<file path="src/rtl/scan_chain_ctrl_pkg.sv">
// scan_ctrl_pkg: shared FSM states, MISR width/polynomial and MISR step function
package scan_ctrl_pkg;
    localparam int SIG_W = 16;
    localparam logic [SIG_W-1:0] MISR_POLY = 16'h1021;
    typedef enum logic [2:0] {IDLE, SHIFT_IN, CAPTURE, SHIFT_OUT, FIN} scan_state_e;
    function automatic logic [SIG_W-1:0] misr_step(input logic [SIG_W-1:0] sig, input logic din);
        return {sig[SIG_W-2:0], 1'b0} ^ (sig[SIG_W-1] ? MISR_POLY : '0) ^ {{(SIG_W-1){1'b0}}, din};
    endfunction
endpackage

</file>
<file path="src/rtl/scan_chain_ctrl_if.sv">
// scan_chain_ctrl_if: control, pattern and scan-chain signals of the scan controller
interface scan_chain_ctrl_if import scan_ctrl_pkg::*; #(parameter int CHAIN_LEN = 16);
    logic                 START;
    logic                 ABORT;
    logic [CHAIN_LEN-1:0] PAT_IN;
    logic                 SO;
    logic                 SE;
    logic                 SI;
    logic                 BUSY;
    logic                 DONE;
    logic [CHAIN_LEN-1:0] RESP;
    logic [SIG_W-1:0]     SIG;
    modport master (output START, ABORT, PAT_IN, SO, input SE, SI, BUSY, DONE, RESP, SIG);
    modport slave  (input START, ABORT, PAT_IN, SO, output SE, SI, BUSY, DONE, RESP, SIG);
endinterface

</file>
<file path="src/rtl/scan_chain_ctrl_misr.sv">
// scan_misr: 16-bit multiple-input signature register over the serial scan-out stream
module scan_misr import scan_ctrl_pkg::*; (
    input  logic             CLK,
    input  logic             RN,
    input  logic             clr,
    input  logic             en,
    input  logic             din,
    output logic [SIG_W-1:0] sig
);
    // clear wins over update so a new sequence always starts from a zero signature
    always_ff @(posedge CLK or negedge RN) begin
        if (!RN) sig <= '0;
        else if (clr) sig <= '0;
        else if (en) sig <= misr_step(sig, din);
    end
endmodule

</file>
<file path="src/rtl/scan_chain_ctrl.sv">
// scan_chain_ctrl: load / capture / unload sequencer for an external scan chain with MISR compaction
module scan_chain_ctrl import scan_ctrl_pkg::*; #(
    parameter int CHAIN_LEN = 16
) (
    input  logic            CLK,
    input  logic            RN,
    scan_chain_ctrl_if.slave bus
);
    localparam int CW = $clog2(CHAIN_LEN);
    localparam logic [2:0] ST_IDLE      = IDLE;
    localparam logic [2:0] ST_SHIFT_IN  = SHIFT_IN;
    localparam logic [2:0] ST_CAPTURE   = CAPTURE;
    localparam logic [2:0] ST_SHIFT_OUT = SHIFT_OUT;
    localparam logic [2:0] ST_FIN       = FIN;

    logic [2:0]           state, state_nxt;
    logic [CW-1:0]        cnt, cnt_nxt;
    logic [CHAIN_LEN-1:0] pat, pat_nxt;
    logic                 accept, last, shift_en;

    assign bus.BUSY = state == ST_SHIFT_IN || state == ST_CAPTURE || state == ST_SHIFT_OUT;
    assign bus.DONE = state == ST_FIN;

    // next state; ABORT dominates START and every busy-state transition
    always_comb begin
        accept   = (state == ST_IDLE || state == ST_FIN) && bus.START && !bus.ABORT;
        last     = cnt == CW'(CHAIN_LEN - 1);
        shift_en = state == ST_SHIFT_OUT && !bus.ABORT;
        pat_nxt  = accept ? bus.PAT_IN : pat;
        state_nxt = state;
        case (state)
            ST_IDLE, ST_FIN: state_nxt = accept ? ST_SHIFT_IN : ST_IDLE;
            ST_SHIFT_IN:     state_nxt = bus.ABORT ? ST_IDLE : last ? ST_CAPTURE : ST_SHIFT_IN;
            ST_CAPTURE:      state_nxt = bus.ABORT ? ST_IDLE : ST_SHIFT_OUT;
            ST_SHIFT_OUT:    state_nxt = bus.ABORT ? ST_IDLE : last ? ST_FIN : ST_SHIFT_OUT;
            default:         state_nxt = ST_IDLE;
        endcase
        cnt_nxt = (state_nxt == state && (state == ST_SHIFT_IN || state == ST_SHIFT_OUT)) ? cnt + CW'(1) : '0;
    end

    // SE/SI are registered from the next state so they line up with the state they belong to
    always_ff @(posedge CLK or negedge RN) begin
        if (!RN) begin
            state    <= ST_IDLE;
            cnt      <= '0;
            pat      <= '0;
            bus.SE   <= 1'b0;
            bus.SI   <= 1'b0;
            bus.RESP <= '0;
        end else begin
            state    <= state_nxt;
            cnt      <= cnt_nxt;
            pat      <= pat_nxt;
            bus.SE   <= state_nxt == ST_SHIFT_IN || state_nxt == ST_SHIFT_OUT;
            bus.SI   <= state_nxt == ST_SHIFT_IN && pat_nxt[CW'(CHAIN_LEN - 1) - cnt_nxt];
            bus.RESP <= accept ? '0 : shift_en ? {bus.RESP[CHAIN_LEN-2:0], bus.SO} : bus.RESP;
        end
    end

    scan_misr u_misr (
        .CLK (CLK),
        .RN  (RN),
        .clr (accept),
        .en  (shift_en),
        .din (bus.SO),
        .sig (bus.SIG)
    );
endmodule

</file>
<file path="src/flat_wrapper.sv">
// flat-port wrapper written by rule: the top's interface ports become plain ports
module scan_chain_ctrl_flat import scan_ctrl_pkg::*;
#(
    parameter int CHAIN_LEN = 16
)
  (CLK, RN, bus_START, bus_ABORT, bus_PAT_IN, bus_SO, bus_SE, bus_SI, bus_BUSY, bus_DONE, bus_RESP, bus_SIG);
  scan_chain_ctrl_if #(.CHAIN_LEN(CHAIN_LEN)) bus_i ();
  input  logic CLK;
  input  logic RN;
  input wire logic [$bits(bus_i.START)-1:0] bus_START;
  input wire logic [$bits(bus_i.ABORT)-1:0] bus_ABORT;
  input wire logic [$bits(bus_i.PAT_IN)-1:0] bus_PAT_IN;
  input wire logic [$bits(bus_i.SO)-1:0] bus_SO;
  output wire logic [$bits(bus_i.SE)-1:0] bus_SE;
  output wire logic [$bits(bus_i.SI)-1:0] bus_SI;
  output wire logic [$bits(bus_i.BUSY)-1:0] bus_BUSY;
  output wire logic [$bits(bus_i.DONE)-1:0] bus_DONE;
  output wire logic [$bits(bus_i.RESP)-1:0] bus_RESP;
  output wire logic [$bits(bus_i.SIG)-1:0] bus_SIG;
  assign bus_i.START = bus_START;
  assign bus_i.ABORT = bus_ABORT;
  assign bus_i.PAT_IN = bus_PAT_IN;
  assign bus_i.SO = bus_SO;
  assign bus_SE = bus_i.SE;
  assign bus_SI = bus_i.SI;
  assign bus_BUSY = bus_i.BUSY;
  assign bus_DONE = bus_i.DONE;
  assign bus_RESP = bus_i.RESP;
  assign bus_SIG = bus_i.SIG;
  scan_chain_ctrl #(.CHAIN_LEN(CHAIN_LEN)) u_core (.CLK(CLK), .RN(RN), .bus(bus_i));
endmodule
</file>
<file path="config.mk">
export PLATFORM = sky130hd
export DESIGN_NAME = scan_chain_ctrl_flat
export DESIGN_NICKNAME = d
export VERILOG_FILES = /design/src/rtl/scan_chain_ctrl_pkg.sv /design/src/rtl/scan_chain_ctrl_if.sv /design/src/rtl/scan_chain_ctrl_misr.sv /design/src/rtl/scan_chain_ctrl.sv /design/src/flat_wrapper.sv
export SDC_FILE = /design/constraint.sdc
export NUM_CORES = 1
export LEC_CHECK = 0
export ABC_CLOCK_PERIOD_IN_PS = 2650
export BUFFER_PORTS_ARGS = -buffer_cell sky130_fd_sc_hd__buf_2
export CORE_UTILIZATION = 48
export CTS_CLUSTER_SIZE = 12
export DETAILED_ROUTE_END_ITERATION = 8
export GPL_ROUTABILITY_DRIVEN = 0
export PLACE_DENSITY = 0.74
export SETUP_SLACK_MARGIN = 0.3
export SYNTH_ARGS = -nofsm -noshare
export SYNTH_HDL_FRONTEND = slang
export SYNTH_SLANG_ARGS = --single-unit
export TNS_END_PERCENT = 50
</file>
<file path="constraint.sdc">
create_clock -name CLK -period 2.65 [get_ports CLK]
set_input_delay 0.265 -clock CLK [delete_from_list [all_inputs] [get_ports CLK]]
set_output_delay 0.265 -clock CLK [all_outputs]
set_load 0.1 [all_outputs]
</file>
; ---- Word-level counts from Yosys, hierarchy flattened
; Index checks and enable logic that the tools add are counted.
; Widths: inputs -> output; s select.
[word_totals]
regBits = 57
inputBits = 21
output_inout_bits = 36
word_cells = 50
[classes]
addsub = 2
magnitude_cmp = 1
n_eq_ne = 8
muxes = 16
bitwise_logic = 2
n_reduce_logical = 14
[ops]
columns = operator, count
row1 = $mux 16, 5
row2 = $xor 16x1->16, 1
row3 = $xor 16x13->16, 1
row4 = $mux 13, 1
row5 = $pmux 3 s4, 1
row6 = $eq 3x2->1 const B, 3
row7 = $mux 3, 3
row8 = $eq 3x1->1 const B, 2
row9 = $logic_and 1x1->1, 5
row10 = $logic_or 1x1->1, 5
row11 = $lt 4x5->1 const B, 1
row12 = $add 4x1->4 const B, 1
row13 = $bmux 1 s4, 1
row14 = $eq 4x4->1 const B, 1
row15 = $mux 2, 2
row16 = $mux 4, 1
row17 = $sub 4x4->4 const A, 1
row18 = $eq 3x3->1, 1
row19 = $eq 3x3->1 const B, 1
row20 = $logic_not 3->1, 1
row21 = $mux 1, 2
row22 = $reduce_bool 2->1, 1
row23 = $reduce_or 2->1, 1
row24 = $logic_not 1->1, 1

; ---- Depth between registers and ports, before layout
; Gate-level depths: netlist (run 1).
[logic_depth]
word_depth = 13
mapped_depth = 10
depth_no_buf = 8

; ---- Modules after synthesis
; From an unflattened synthesis (run 1), not the netlist that was laid out.
[unflattened]
hier_cells = 221
hier_area_um2 = 2583.7
[modules_own_cells]
columns = module, instances, cells_each, area_per_inst_um2, seq_area_each_um2
row1 = scan_chain_ctrl, 1, 166, 1883.1, 1026.0
row2 = scan_misr, 1, 55, 700.7, 400.4

; ---- Least setup slack after synthesis (run 1)
; Ideal clock, no wire load.
[synth_path]
path_type = reg-to-reg
start = register u_core.state[1]
end = register u_core.bus.SI
setup_time_ns = 0.126
arrival_time_ns = 2.326
required_time_ns = 2.524
path_slack_ns = 0.198
stages_incl_launch_ff = 9
path_buffers = 2
synth_period_minus_slack_ns = 2.452
cell_sequence = dfrtp_1 > buf_6 > or4b_4 > buf_6 > mux2_4 > or4_1 > o2111ai_1 > o31ai_1 > a311o_1
[synth_between]
word_cells_on_any_way = 21
classes_between = add/sub (1) / eq/ne (6) / mux (6) / reduce/logical (8)
[synth_rtl]
columns = element, line_no
row1 = start: declaration, scan_chain_ctrl.sv:16  ; logic [2:0] state, state_nxt;
row2 = start signal: assignment, scan_chain_ctrl.sv:51  ; state <= state_nxt;
row3 = $eq 3x3->1 / $logic_not 3->1 (equally long branches), scan_chain_ctrl.sv:26  ; accept = (state == ST_IDLE || state == ST_FIN) && bus.START && !bus.ABORT;
row4 = $logic_or 1x1->1 (*), scan_chain_ctrl.sv:26
row5 = $logic_and 1x1->1 (*) (2 in series), scan_chain_ctrl.sv:26
row6 = $mux 16 (*), scan_chain_ctrl.sv:29  ; pat_nxt = accept ? bus.PAT_IN : pat;
row7 = via u_core.pat_nxt[9], scan_chain_ctrl.sv:18  ; logic [CHAIN_LEN-1:0] pat, pat_nxt;
row8 = $bmux 1 s4 (*), scan_chain_ctrl.sv:55  ; bus.SI <= state_nxt == ST_SHIFT_IN && pat_nxt[CW'(CHAIN_LEN - 1) - cnt_nxt];
row9 = $mux 1 (implied by the code) (*), scan_chain_ctrl.sv:55
row10 = $logic_and 1x1->1 (*), scan_chain_ctrl.sv:55
row11 = end signal: assignment, scan_chain_ctrl.sv:55
row12 = end: declaration, scan_chain_ctrl_if.sv:14  ; modport slave (input START, ABORT, PAT_IN, SO, output SE, SI, BUSY, DONE, RESP, SIG);
; The timed path passes the listed nets; every way through them passes the cells marked *. The select of a mux whose other input is x is not followed.
; A chain may end at the register's enable or synchronous reset.

; ---- Worst setup path after layout (run 1)
[layout_path]
start = register u_core.state[0]
end = register u_core.bus.SI
; The elaborated chain is that of the path after synthesis.

==> summary.log, run 1 <==
INFO  cts            clockBufferDepth=2
INFO  synth          share_of_the_yosys_chip_area_belonging_to_registers=0.584
INFO  synth          synth_top_family_by_area=simple AND/OR/NAND/NOR gates
INFO  synth          post_synth_fa_ha_maj_area_fraction=0.00512
INFO  detailed_routing remaining_drc_errors=0
INFO  finish         number_of_filler_instances_in_the_final_layout=451
INFO  critical_path  worstReg2RegEnd=u_core.bus.SI
INFO  global_route   grt_use_total=0.203
INFO  sta            slew_headroom=0.529
INFO  synth          synth_largest_type_area_fraction=0.584
INFO  detailed_routing drt-vias-per-instance=5.04
INFO  global_route   grt_use_met2=0.292
INFO  sta            slew_violations=0
INFO  finish         layout-drive-gt1-share=0.273
INFO  critical_path  worstSetupStartpointType=flop
INFO  finish         flow.area_growth_from_synthesis=21.8%
INFO  sta            postLayoutSetupSlackWorst=0.350ns
INFO  sta            worst_clock_skew=0.00639ns
INFO  critical_path  timing.critical_path.arrival=2.50ns
INFO  die            fp.coreArea=4820µm²
INFO  sta            rsz0062_at_grt=no
INFO  cts            h-tree-depth=3
INFO  cts            postCtsHoldBufs=0
INFO  synth          mappedNetlistArea=2440µm²
INFO  sta            setup_total_negative_slack=0ns
INFO  synth          synth_nets=280
INFO  placement      minimum_setup_slack_after_placement=0.253ns
INFO  pwr            clockPowerShare=0.382
INFO  global_route   globalRouteMet3Util=0.0604
INFO  synth          yosysWarnings=0
INFO  detailed_routing postRouteAntennaNets=0
INFO  cts            worst_skew_pair.late_latency=0.32ns
INFO  sta            fmaxAchievable=0.435GHz
INFO  critical_path  critical_path_peak_fanout=7
INFO  detailed_routing first_iter_violations=113
INFO  sta            post-route-min-period=2.30ns
INFO  critical_path  timing.reg2reg.setup_slack=0.35ns
INFO  critical_path  kind_of_critical_path=reg -> reg
INFO  critical_path  critical_path.reg2reg.startpoint=u_core.state[0]
INFO  sta            timing.final.crit_share=0.868
INFO  critical_path  cp.required=2.85ns
INFO  pwr            net-switching-power=0.484mW
INFO  pwr            p_leak=1.58nW
INFO  detailed_routing routed_wirelength=4970µm
INFO  global_route   grt_start_max_net_pins=58
INFO  die            dieWidth=73.3µm
INFO  detailed_routing drt-pass1-iter-count=4
INFO  status         result_of_the_run=finished clean
INFO  finish         postLayoutCoreUtil=0.618
INFO  global_route   grt_first_pass_wirelength=8150µm
INFO  pwr            part_of_the_power_in_registers=0.495
INFO  synth          synth_compound_area_frac=0.0748
INFO  synth          post_synth_num_cell_types=31
INFO  synth          syn_inst=258
INFO  synth          synth_area_in_xor_xnor=0.0215
INFO  pwr            internal_power=1.44mW
INFO  cts            clock_sink_count=57
INFO  cts            clk_root_buffer_cell=clkbuf_8
INFO  run            cap_violations=0
INFO  cts            clkSlewWorstSetupHoldPaths=0.06ns
INFO  cts            tritoncts=yes
INFO  die            initial_core_util=0.507
INFO  sta            worst_pin_slew=0.707ns
INFO  sta            timing_hold_violations_final=0
INFO  die            die_area=5380µm²
INFO  finish         layout.cells.most_common_list=90 x nand2_1, 56 x buf_2, 56 x dfrtp_1, 19 x nand3_1, 19 x a21oi_1
INFO  pwr            net_switching_share_of_the_total_power=0.252
INFO  placement      place.port_buffers=56
INFO  pwr            comb_power_share=0.122
INFO  finish         layout.cells.most_common=nand2_1
INFO  detailed_routing detailroute.via_count=1962
INFO  die            fp.dieH=73.3µm
INFO  synth          synthMuxAreaShare=0.0425
INFO  global_route   vias_in_the_first_global_route=1752
INFO  global_route   antenna_found_initial=0
INFO  die            boundaryPins=57
INFO  global_route   total_gr_overflow=0
INFO  placement      dpl.hpwl=3330µm
INFO  synth          yosys.area.top_type=dfrtp_1
INFO  global_route   globalRoute.busiestLayer=met1
INFO  cts            tritoncts.num_buffers=9
INFO  die            rows=25
INFO  synth          netlist_top_cells_area=dfrtp_1 58%, nand2_1 14%, a21oi_1 3.9%
INFO  detailed_routing wire_per_inst=12.8µm
INFO  finish         antenna-diode-count=0
INFO  hold_path      hold_path.class=in -> async
INFO  synth          avgSynthCellArea=9.47µm²
INFO  synth          synthesized_area_fraction_occupied_by_and_or_nand_nor_cells=0.237
INFO  finish         fin_nets=340
INFO  pwr            power.density=645nW/µm²
INFO  critical_path  rr_worst_depth=6
INFO  global_route   groute.layer.met1.usage=0.296
INFO  critical_path  critical_path.endpoint_type=flop
INFO  pwr            worst_ir_drop_on_vdd=0.449mV
INFO  sta            setup_violations=0
INFO  synth          postSynthRegisterBits=57
INFO  sta            hold_slack=0.0662ns
[cell type report]
cell class | count | area, µm² | area share
clock buffer | 11 | 131 | 0.0442
clock inverter | 4 | 45.0 | 0.0151
inverter | 5 | 18.8 | 0.00631
multi-input combinational | 182 | 936 | 0.315
sequential | 57 | 1430 | 0.480
tap | 67 | 83.8 | 0.0282
timing repair buffer | 63 | 333 | 0.112
[through the flow]
| stage | cell area [µm²] | cells | power (mW) |
|---|---|---|---|
| 2_1_floorplan | 2440 | 258 | 1.13 |
| 3_3_place_gp | 2790 | 373 | 1.19 |
| 3_5_place_dp | 2790 | 373 | 1.20 |
| 4_1_cts | 2970 | 389 | 1.94 |
| 5_1_grt | 2980 | 389 | 2.01 |
| 6_report | 2980 | 389 | 1.92 |
[sequential cells by signal, indices dropped and copies added, names as in the netlist]
signal / count
u_core.state: 3
u_core.u_misr.sig: 16
u_core.bus.SE: 1
u_core.bus.SI: 1
u_core.cnt: 4
u_core.bus.RESP: 16
u_core.pat: 16
[power groups by stage]
stage | Combinational (mW) | Sequential [mW] | Clock [mW]
2_1_floorplan | 0.138 | 0.988 | 0
3_3_place_gp | 0.230 | 0.963 | 0
3_5_place_dp | 0.234 | 0.966 | 0
4_1_cts | 0.236 | 0.951 | 0.754
5_1_grt | 0.260 | 0.957 | 0.794
6_report | 0.235 | 0.951 | 0.734
[worst max-delay path by stage]
stage                         start            end
floorplan           u_core.state[1]  u_core.bus.SI
global placement    u_core.state[0]  u_core.bus.SI
detailed placement  u_core.state[0]  u_core.bus.SI
CTS                 u_core.state[0]  u_core.bus.SI
global route        u_core.state[0]  u_core.bus.SI
finish              u_core.state[0]  u_core.bus.SI
[critical path: stages, from the launching register on]
cell	delay (ns)
dfrtp_2	0.45
or4b_4	0.55
mux2_4	0.33
or4_1	0.39
o2111ai_1	0.08
o31ai_1	0.10
a311o_1	0.28
[cell usage after synthesis]
master     number
and2_1          2
buf_6           2
a311o_1         1
ha_1            1
dfrtp_1        57
o31a_1          1
and3_1          2
mux2_2          7
mux2_4          1
mux2i_1         1
or4_1           1
nand3b_1        1
nor2_1         12
o2111ai_1       1
a21oi_1        19
o21ba_2         1
nand4b_1        1
o21ai_0         4
or3b_1          1
nor4b_1         1
nand2_1        90
xor2_1          1
nor3_1          4
inv_1           5
clkbuf_1       12
nand3_1        19
or4b_4          1
o22ai_1         1
a221oi_1        1
xnor2_1         5
o31ai_1         2
[per-layer routing]
layer  vias to the layer above  wire (µm)  share of wire
met3                         7        245          0.049
met2                        54       2260           0.45
met1                       929       2410           0.48
met5                         -          0              0
li1                        972          -              -
met4                         0         62          0.012
[cells by family after synthesis]
family	after synthesis
muxes	9
adders and majority gates	1
AOI/OAI and AO/OA	31
and+or+nand+nor	135
DFF	57
buffers and inverters	19
xor gates and xnor gates	6
[repair_timing]
action                                 4_1_cts  5_1_grt
pin swaps                                    1        0
buffers inserted                             1        0
resized for setup                            0        1
endpoints found under the hold margin        0        0
setup endpoints to repair                    1        1
gates cloned                                 0        0
Power figures use the tool's default switching activity.
==> run 2: changes to the inputs <==
--- a/config.mk
+++ b/config.mk
@@ -5,8 +5,9 @@
 export SDC_FILE = /design/constraint.sdc
 export NUM_CORES = 1
 export LEC_CHECK = 0
+export ABC_AREA = 1
 export ABC_CLOCK_PERIOD_IN_PS = 2650
-export BUFFER_PORTS_ARGS = -buffer_cell sky130_fd_sc_hd__buf_2
+export BUFFER_PORTS_ARGS = -buffer_cell sky130_fd_sc_hd__clkbuf_2
 export CORE_UTILIZATION = 48
 export CTS_CLUSTER_SIZE = 12
 export DETAILED_ROUTE_END_ITERATION = 8
==> run 2 against run 1 <==
  * Non-clock buffer count decreased by 5
  * Sequential cell count unchanged
  * Power decreased by 0.86%
  * First-iteration DRC count increased by 73%
  * Via count increased by 2.8%
  * Critical path type unchanged
  * Critical path depth unchanged
  * Clock-buffer cell count increased by 2
==> summary.log, run 2 <==
INFO  status         result_of_the_run=finished clean [unchanged]
INFO  global_route   total_gr_overflow=0 [unchanged]
INFO  critical_path  worstSetupStartpointType=flop [unchanged]
INFO  sta            postLayoutSetupSlackWorst=0.574ns [was 0.350 ns]
INFO  sta            worst_pin_slew=0.797ns [was 0.707 ns]
INFO  detailed_routing first_iter_violations=195 [was 113]
INFO  detailed_routing routed_wirelength=5200µm [was 4970 µm]
INFO  sta            worst_clock_skew=0.00981ns [was 0.00639 ns]
INFO  pwr            power.density=632nW/µm² [was 645 nW/µm²]
INFO  die            fp.dieH=74.2µm [was 73.3 µm]
INFO  synth          mappedNetlistArea=2500µm² [was 2440 µm²]
INFO  cts            h-tree-depth=3 [unchanged]
INFO  detailed_routing wire_per_inst=12.8µm [about the same]
INFO  synth          synth_nets=297 [was 280]
INFO  global_route   grt_use_total=0.210 [was 0.203]
INFO  pwr            p_leak=1.60nW [was 1.58 nW]
INFO  sta            setup_violations=0 [unchanged]
INFO  cts            cts_post_setup_buffers_inserted=0 [was 1]
INFO  synth          synth-async-reset-ratio=1.00 [unchanged]
INFO  synth          share_of_the_yosys_chip_area_belonging_to_registers=0.569 [was 0.584]
INFO  cts            clock_sink_count=57 [unchanged]
INFO  sta            timing.final.crit_share=0.784 [was 0.868]
INFO  detailed_routing detailroute.via_count=2016 [was 1962]
INFO  global_route   vias_in_the_first_global_route=1746 [was 1752]
INFO  synth          postSynthRegisterBits=57 [unchanged]
INFO  critical_path  critical_path.endpoint_type=flop [unchanged]
INFO  pwr            worst_ir_drop_on_vdd=0.394mV [was 0.449 mV]
INFO  hold_path      hold_path.class=in -> async [unchanged]
INFO  sta            fmaxAchievable=0.482GHz [was 0.435 GHz]
INFO  synth          post_synth_num_cell_types=29 [was 31]
INFO  sta            post-route-min-period=2.08ns [was 2.30 ns]
INFO  finish         layout.cells.most_common_list=91 x nand2_1, 57 x dfrtp_1, 56 x clkbuf_2, 29 x nand3_1, 17 x inv_1 [was 90 x nand2_1, 56 x buf_2, 56 x dfrtp_1, 19 x nand3_1, 19 x a21oi_1]
INFO  placement      place.port_buffers=56 [unchanged]
INFO  finish         flow.area_growth_from_synthesis=20.3% [was 21.8%]
INFO  finish         number_of_filler_instances_in_the_final_layout=432 [was 451]
INFO  placement      minimum_setup_slack_after_placement=0.550ns [was 0.253 ns]
INFO  cts            clockBufferDepth=2 [unchanged]
INFO  cts            postCtsHoldBufs=0 [unchanged]
INFO  finish         fin_nets=357 [was 340]
INFO  synth          synth_largest_type_area_fraction=0.569 [was 0.584]
INFO  cts            tritoncts.num_buffers=9 [unchanged]
INFO  cts            clkSlewWorstSetupHoldPaths=0.06ns [about the same]
INFO  global_route   grt_first_pass_wirelength=8290µm [was 8150 µm]
INFO  critical_path  critical_path_peak_fanout=36 [was 7]
INFO  placement      dpl.hpwl=3690µm [was 3330 µm]
INFO  synth          yosys.area.top_type=dfrtp_1 [unchanged]
INFO  die            dieWidth=74.2µm [was 73.3 µm]
INFO  critical_path  timing.critical_path.arrival=2.32ns [was 2.50 ns]
INFO  global_route   grt_start_max_net_pins=37 [was 58]
INFO  sta            slew_violations=0 [unchanged]
INFO  detailed_routing remaining_drc_errors=0 [unchanged]
INFO  synth          yosysWarnings=0 [unchanged]
INFO  cts            clk_root_buffer_cell=clkbuf_8 [unchanged]
INFO  global_route   antenna_found_initial=0 [unchanged]
INFO  critical_path  kind_of_critical_path=reg -> reg [unchanged]
INFO  detailed_routing drt-vias-per-instance=4.95 [was 5.04]
INFO  detailed_routing postRouteAntennaNets=0 [unchanged]
INFO  sta            setup_total_negative_slack=0ns [unchanged]
INFO  die            boundaryPins=57 [unchanged]
INFO  cts            tritoncts=yes [unchanged]
INFO  cts            worst_skew_pair.late_latency=0.33ns [was 0.32 ns]
INFO  sta            timing_hold_violations_final=0 [unchanged]
INFO  synth          synthMostInstantiatedCell=nand2_1 [unchanged]
INFO  finish         antenna-diode-count=0 [unchanged]
INFO  finish         layout.cells.most_common=nand2_1 [unchanged]
INFO  finish         layout-drive-gt1-share=0.285 [was 0.273]
INFO  critical_path  cp.required=2.90ns [was 2.85 ns]
INFO  synth          synthTopCellsByCount=91 x nand2_1, 57 x dfrtp_1, 29 x nand3_1 [was 90 x nand2_1, 57 x dfrtp_1, 19 x a21oi_1, 19 x nand3_1]
INFO  run            cap_violations=0 [unchanged]
INFO  die            die_area=5510µm² [was 5380 µm²]
INFO  synth          count_of_flip_flops_with_a_built_in_enable_after_synthesis=0 [unchanged]
INFO  die            fp.coreArea=4880µm² [was 4820 µm²]
INFO  synth          ys.flop_type=dfrtp_1 [unchanged]
INFO  cts            cts-resized-gates=0 [unchanged]
INFO  detailed_routing drt-pass1-iter-count=5 [was 4]
INFO  die            initial_core_util=0.513 [was 0.507]
INFO  synth          syn_inst=275 [was 258]
INFO  finish         biggestRegsByFlops=u_core.bus.RESP: 16 flops, u_core.pat: 16 flops, u_core.u_misr.sig: 16 flops [unchanged]
INFO  synth          avgSynthCellArea=9.11µm² [was 9.47 µm²]
INFO  die            rows=25 [unchanged]
INFO  synth          netlist_top_cells_area=dfrtp_1 57%, nand2_1 14%, nand3_1 5.8% [was dfrtp_1 58%, nand2_1 14%, a21oi_1 3.9%]
INFO  sta            slew_headroom=0.468 [was 0.529]
INFO  sta            rsz0062_at_grt=no [unchanged]
-- run 2: layout make-up --
| class | instances | area (µm²) | area share |
|---|---|---|---|
| clock buffer | 13 | 159 | 0.0527 |
| sequential | 57 | 1430 | 0.473 |
| tap | 67 | 83.8 | 0.0278 |
| inverter | 24 | 93.8 | 0.0311 |
| timing repair buffer | 58 | 295 | 0.0980 |
| multi-input combinational | 185 | 940 | 0.312 |
| clock inverter | 3 | 15.0 | 0.00498 |
-- run 2: worst max-delay path, cell delays in order, from the launching register on --
cell	delay, ns
dfrtp_1	0.45
nor2_2	0.10
nand2_4	0.32
clkinv_2	0.31
nor2_4	0.43
inv_2	0.20
o21ai_0	0.17
-- run 2: power breakdown --
group / internal (mW) / switching [mW] / leakage, nW
logic: 0.0687 / 0.182 / 0.737
registers: 0.922 / 0.0164 / 0.768
clock network: 0.386 / 0.328 / 0.0932
-- run 2: logic make-up after synthesis --
kind of cell             Yosys count  synth area share
buffers and inverters             33            0.0574
XOR/XNOR                           4            0.0140
AO/OA/AOI/OAI                     25            0.0574
flip-flops                        57             0.569
AND/OR/NAND/NOR                  155             0.297
adder cells (fa/ha/maj)            1           0.00499
-- run 2: metal layers --
layer	vias up	track usage	part of all wire
met3	6	0.0434	0.053
met1	931	0.323	0.50
met4	0	0.128	0.012
li1	1019	-	-
met5	-	0	0
met2	60	0.268	0.43
-- run 2: worst paths after layout --
kind | slack, ns | startpoint | to | cells past startpoint
setup / recovery | 0.57 | u_core.state[0] | u_core.bus.RESP[0] | 6
hold / removal | 0.009 | RN | u_core.cnt[0] | 1
setup reg to reg | 0.57 | u_core.state[0] | u_core.bus.RESP[0] | 6
hold reg to reg | 0.48 | u_core.pat[13] | u_core.pat[13] | 2
max in group asynchronous | 1.93 | RN | u_core.u_misr.sig[1] | 2
min in group CLK | 0.17 | bus_PAT_IN[9] | u_core.pat[9] | 3
-- run 2: through the flow --
step	hold WS (ns)	utilization	cells	power [mW]	instance area, µm²
3_3_place_gp	0.383	0.582	391	1.20	2840
5_1_grt	0.0740	0.617	407	1.99	3010
3_5_place_dp	0.380	0.582	391	1.21	2840
6_report	0.00911	0.617	407	1.90	3010
4_1_cts	0.0297	0.617	407	1.91	3010
2_1_floorplan	-0.0306	-	275	1.13	2510
==> run 3: changes to the inputs <==
--- a/config.mk
+++ b/config.mk
@@ -6,7 +6,7 @@
 export NUM_CORES = 1
 export LEC_CHECK = 0
 export ABC_AREA = 1
-export ABC_CLOCK_PERIOD_IN_PS = 2650
+export ABC_CLOCK_PERIOD_IN_PS = 1650
 export BUFFER_PORTS_ARGS = -buffer_cell sky130_fd_sc_hd__clkbuf_2
 export CORE_UTILIZATION = 48
 export CTS_CLUSTER_SIZE = 12
==> constraint.sdc (replaced) <==
create_clock -name CLK -period 1.65 [get_ports CLK]
set_input_delay 0.165 -clock CLK [delete_from_list [all_inputs] [get_ports CLK]]
set_output_delay 0.165 -clock CLK [all_outputs]
set_load 0.1 [all_outputs]
==> run 3 against run 2 <==
  * Design area up 31%
  * Register-to-register slack worse by 0.74 ns
  * Sequential cell count unchanged
  * Combinational power up 150%
  * Worst setup slack worse by 0.74 ns
  * The flow now finishes with violations (negative setup slack)
  * Fmax up 14%
  * Via count up 17%
  * Clock skew down 0.0063 ns
  * Cell count up 11%
==> summary.log, run 3 (synthesis gave the netlist of run 2 again) <==
INFO  detailed_routing drt-pass1-iter-count=4 [was 5]
INFO  placement      dpl.hpwl=3860µm [was 3690 µm]
INFO  global_route   grt_start_max_net_pins=58 [was 37]
INFO  critical_path  kind_of_critical_path=reg -> reg [unchanged]
INFO  critical_path  cp_slowest_stage_delay=0.41ns [was 0.45 ns]
INFO  die            fp.coreArea=4880µm² [unchanged]
INFO  detailed_routing detailroute.via_count=2367 [was 2016]
INFO  pwr            comb_power_share=0.191 [was 0.132]
INFO  sta            postLayoutSetupSlackWorst=-0.164ns [was 0.574 ns]
INFO  critical_path  worstSetupStartpointType=flop [unchanged]
INFO  cts            clkSlewWorstSetupHoldPaths=0.06ns [about the same]
INFO  detailed_routing first_iter_violations=217 [was 195]
INFO  cts            clockBufferDepth=2 [unchanged]
INFO  sta            setup_violations=2 [was 0]
INFO  hold_path      hold_path.class=in -> reg [was in -> async]
INFO  detailed_routing drt-vias-per-instance=5.24 [was 4.95]
INFO  detailed_routing routed_wirelength=6860µm [was 5200 µm]
INFO  sta            worst_pin_slew=0.543ns [was 0.797 ns]
INFO  detailed_routing wire_per_inst=15.2µm [was 12.8 µm]
INFO  sta            post-route-min-period=1.81ns [was 2.08 ns]
INFO  die            initial_core_util=0.513 [unchanged]
INFO  cts            tritoncts=yes [unchanged]
INFO  critical_path  cp.required=1.92ns [was 2.90 ns]
INFO  critical_path  worst_path_dominant_cell_family=simple AND/OR/NAND/NOR gates [unchanged]
INFO  finish         antenna-diode-count=0 [unchanged]
INFO  pwr            clockPowerShare=0.345 [was 0.375]
INFO  critical_path  critical_path.n_buffers_inverters=2 [unchanged]
INFO  die            rows=25 [unchanged]
INFO  global_route   total_gr_overflow=0 [unchanged]
INFO  cts            clk_root_buffer_cell=clkbuf_8 [unchanged]
INFO  sta            slew_violations=0 [unchanged]
INFO  detailed_routing remaining_drc_errors=0 [unchanged]
INFO  run            cap_violations=0 [unchanged]
INFO  pwr            p_leak=1.94nW [was 1.60 nW]
INFO  finish         number_of_filler_instances_in_the_final_layout=287 [was 432]
INFO  die            dieWidth=74.2µm [unchanged]
INFO  critical_path  timing.critical_path.slowest_stage_cell=dfrtp_1 [unchanged]
INFO  sta            rsz0062_at_grt=yes [was no]
INFO  sta            fmaxAchievable=0.551GHz [was 0.482 GHz]
INFO  finish         fin_nets=404 [was 357]
INFO  global_route   grt_use_total=0.240 [was 0.210]
INFO  sta            worst_clock_skew=0.00355ns [was 0.00981 ns]
INFO  critical_path  timing.critical_path.cells=ha_4 > nand3_2 > buf_6 > nand3_4 > nand3_4 > nand3_4 > buf_6 > nand3_2 > nand2_1 > nor2_1 > nor2_1 > nor2_1 [was nor2_2 > nand2_4 > clkinv_2 > nor2_4 > inv_2 > o21ai_0]
INFO  critical_path  timing.critical_path.arrival=2.08ns [was 2.32 ns]
INFO  placement      placed_cell_area=3100µm² [was 2840 µm²]
INFO  global_route   antenna_found_initial=0 [unchanged]
INFO  global_route   grt_first_pass_wirelength=9700µm [was 8290 µm]
INFO  pwr            post_layout_power=3.26mW [was 1.90 mW]
INFO  pwr            net-switching-power=0.920mW [was 0.527 mW]
INFO  finish         postLayoutCoreUtil=0.806 [was 0.617]
INFO  placement      place.port_buffers=56 [unchanged]
INFO  finish         final_design_area_no_fill=3940µm² [was 3010 µm²]
INFO  cts            h-tree-depth=3 [unchanged]
INFO  finish         flow.area_growth_from_synthesis=57.1% [was 20.3%]
INFO  detailed_routing postRouteAntennaNets=0 [unchanged]
INFO  status         result_of_the_run=finished, violations left [was finished clean]
INFO  sta            slew_headroom=0.640 [was 0.468]
INFO  pwr            worst_ir_drop_on_vdd=0.627mV [was 0.394 mV]
INFO  pwr            net_switching_share_of_the_total_power=0.282 [was 0.277]
INFO  sta            timing_hold_violations_final=0 [unchanged]
INFO  sta            timing.final.crit_share=1.10 [was 0.784]
INFO  pwr            power.density=829nW/µm² [was 632 nW/µm²]
INFO  cts            worst_skew_pair.late_latency=0.34ns [was 0.33 ns]
INFO  finish         layout.cells.most_common_list=71 x nand2_1, 54 x dfrtp_1, 32 x clkbuf_2, 25 x nand3_1, 21 x nand2_2 [was 91 x nand2_1, 57 x dfrtp_1, 56 x clkbuf_2, 29 x nand3_1, 17 x inv_1]
INFO  critical_path  critical_path.endpoint_type=flop [unchanged]
INFO  finish         biggestRegsByFlops=u_core.bus.RESP: 16 flops, u_core.pat: 16 flops, u_core.u_misr.sig: 16 flops [unchanged]
INFO  pwr            internal_power=2.34mW [was 1.38 mW]
INFO  finish         layout-drive-gt1-share=0.488 [was 0.285]
INFO  critical_path  critical_path_peak_fanout=8 [was 36]
INFO  status         violated_checks=negative setup slack
INFO  global_route   vias_in_the_first_global_route=2082 [was 1746]
INFO  cts            tritoncts.num_buffers=9 [unchanged]
INFO  finish         layout.cells.most_common=nand2_1 [unchanged]
INFO  die            fp.dieH=74.2µm [unchanged]
INFO  die            boundaryPins=57 [unchanged]
INFO  pwr            part_of_the_power_in_registers=0.464 [was 0.493]
INFO  die            die_area=5510µm² [unchanged]
INFO  cts            clock_sink_count=57 [unchanged]
run 3: cell count changes in the layout (fill, tap and decap cells not counted), moves of 9 or more:
cell | before | now
clkbuf_4 | 0 | 12
nand2_2 | 5 | 21
buf_2 | 0 | 9
o21ai_0 | 10 | 1
clkbuf_2 | 56 | 32
buf_4 | 2 | 19
buf_6 | 0 | 16
o22ai_1 | 11 | 0
nand2_1 | 91 | 71
run 3: layout make-up:
cell class	count	area (µm²)	share of cell area
Inverter	24	121	0.0308
Tap cell	67	83.8	0.0213
Timing Repair inverter	1	16.3	0.00413
Sequential cell	57	1430	0.363
Multi-Input combinational cell	186	1240	0.316
Clock buffer	14	163	0.0413
Timing Repair Buffer	103	877	0.223
run 3: path summary, 6_finish.rpt:
kind,start,endpoint,slack [ns],cells past startpoint
setup / recovery,u_core.cnt[1],u_core.bus.SI,-0.16,12
hold / removal,bus_PAT_IN[8],u_core.pat[8],0.06,3
setup reg to reg,u_core.cnt[1],u_core.bus.SI,-0.16,12
hold reg to reg,u_core.pat[8],u_core.pat[8],0.48,2
max in group asynchronous,RN,u_core.state[1],1.02,3
min in group asynchronous,RN,u_core.u_misr.sig[2],0.35,3
run 3: tightest hold or removal path, cell delays in order:
cell and delay [ns]:
clkbuf_2 0.08, nand2_1 0.05, nand2_1 0.07
run 3: routing by layer:
layer / vias to the layer above / track usage / wire length [µm]
li1: 1117 / - / -
met1: 1140 / 0.345 / 2970
met5: - / 0 / 0
met3: 12 / 0.0691 / 389
met4: 0 / 0.101 / 90
met2: 98 / 0.343 / 3410
run 3: power groups by stage:
| stage | clock network, mW | logic [mW] | registers (mW) |
|---|---|---|---|
| after floorplan | 0 | 0.261 | 1.57 |
| after global placement | 0 | 0.459 | 1.53 |
| after detailed placement | 0 | 0.467 | 1.53 |
| after CTS | 1.13 | 0.516 | 1.51 |
| after global routing | 1.22 | 0.671 | 1.52 |
| final | 1.13 | 0.622 | 1.51 |
run 3: through the flow:
stage	hold slack, ns	setup TNS (ns)	setup slack, ns	cells
after floorplan	-0.131	0	0.0580	275
after CTS	0.0515	-0.0689	-0.0689	436
after detailed placement	0.194	-0.0831	-0.0831	415
final	0.0649	-0.208	-0.164	452
after global placement	0.187	-0.00648	-0.00648	415
after global routing	0.0497	-0.473	-0.299	452
run 3: repair_timing:
| action | in CTS | in global routing |
|---|---|---|
| cloned | 1 | 2 |
| pin swaps | 12 | 17 |
| hold buffers | 1 | 0 |
| hold endpoints to repair | 57 | 0 |
| setup endpoints to repair | 45 | 54 |
| resized for setup | 31 | 112 |
| buffers inserted | 5 | 14 |
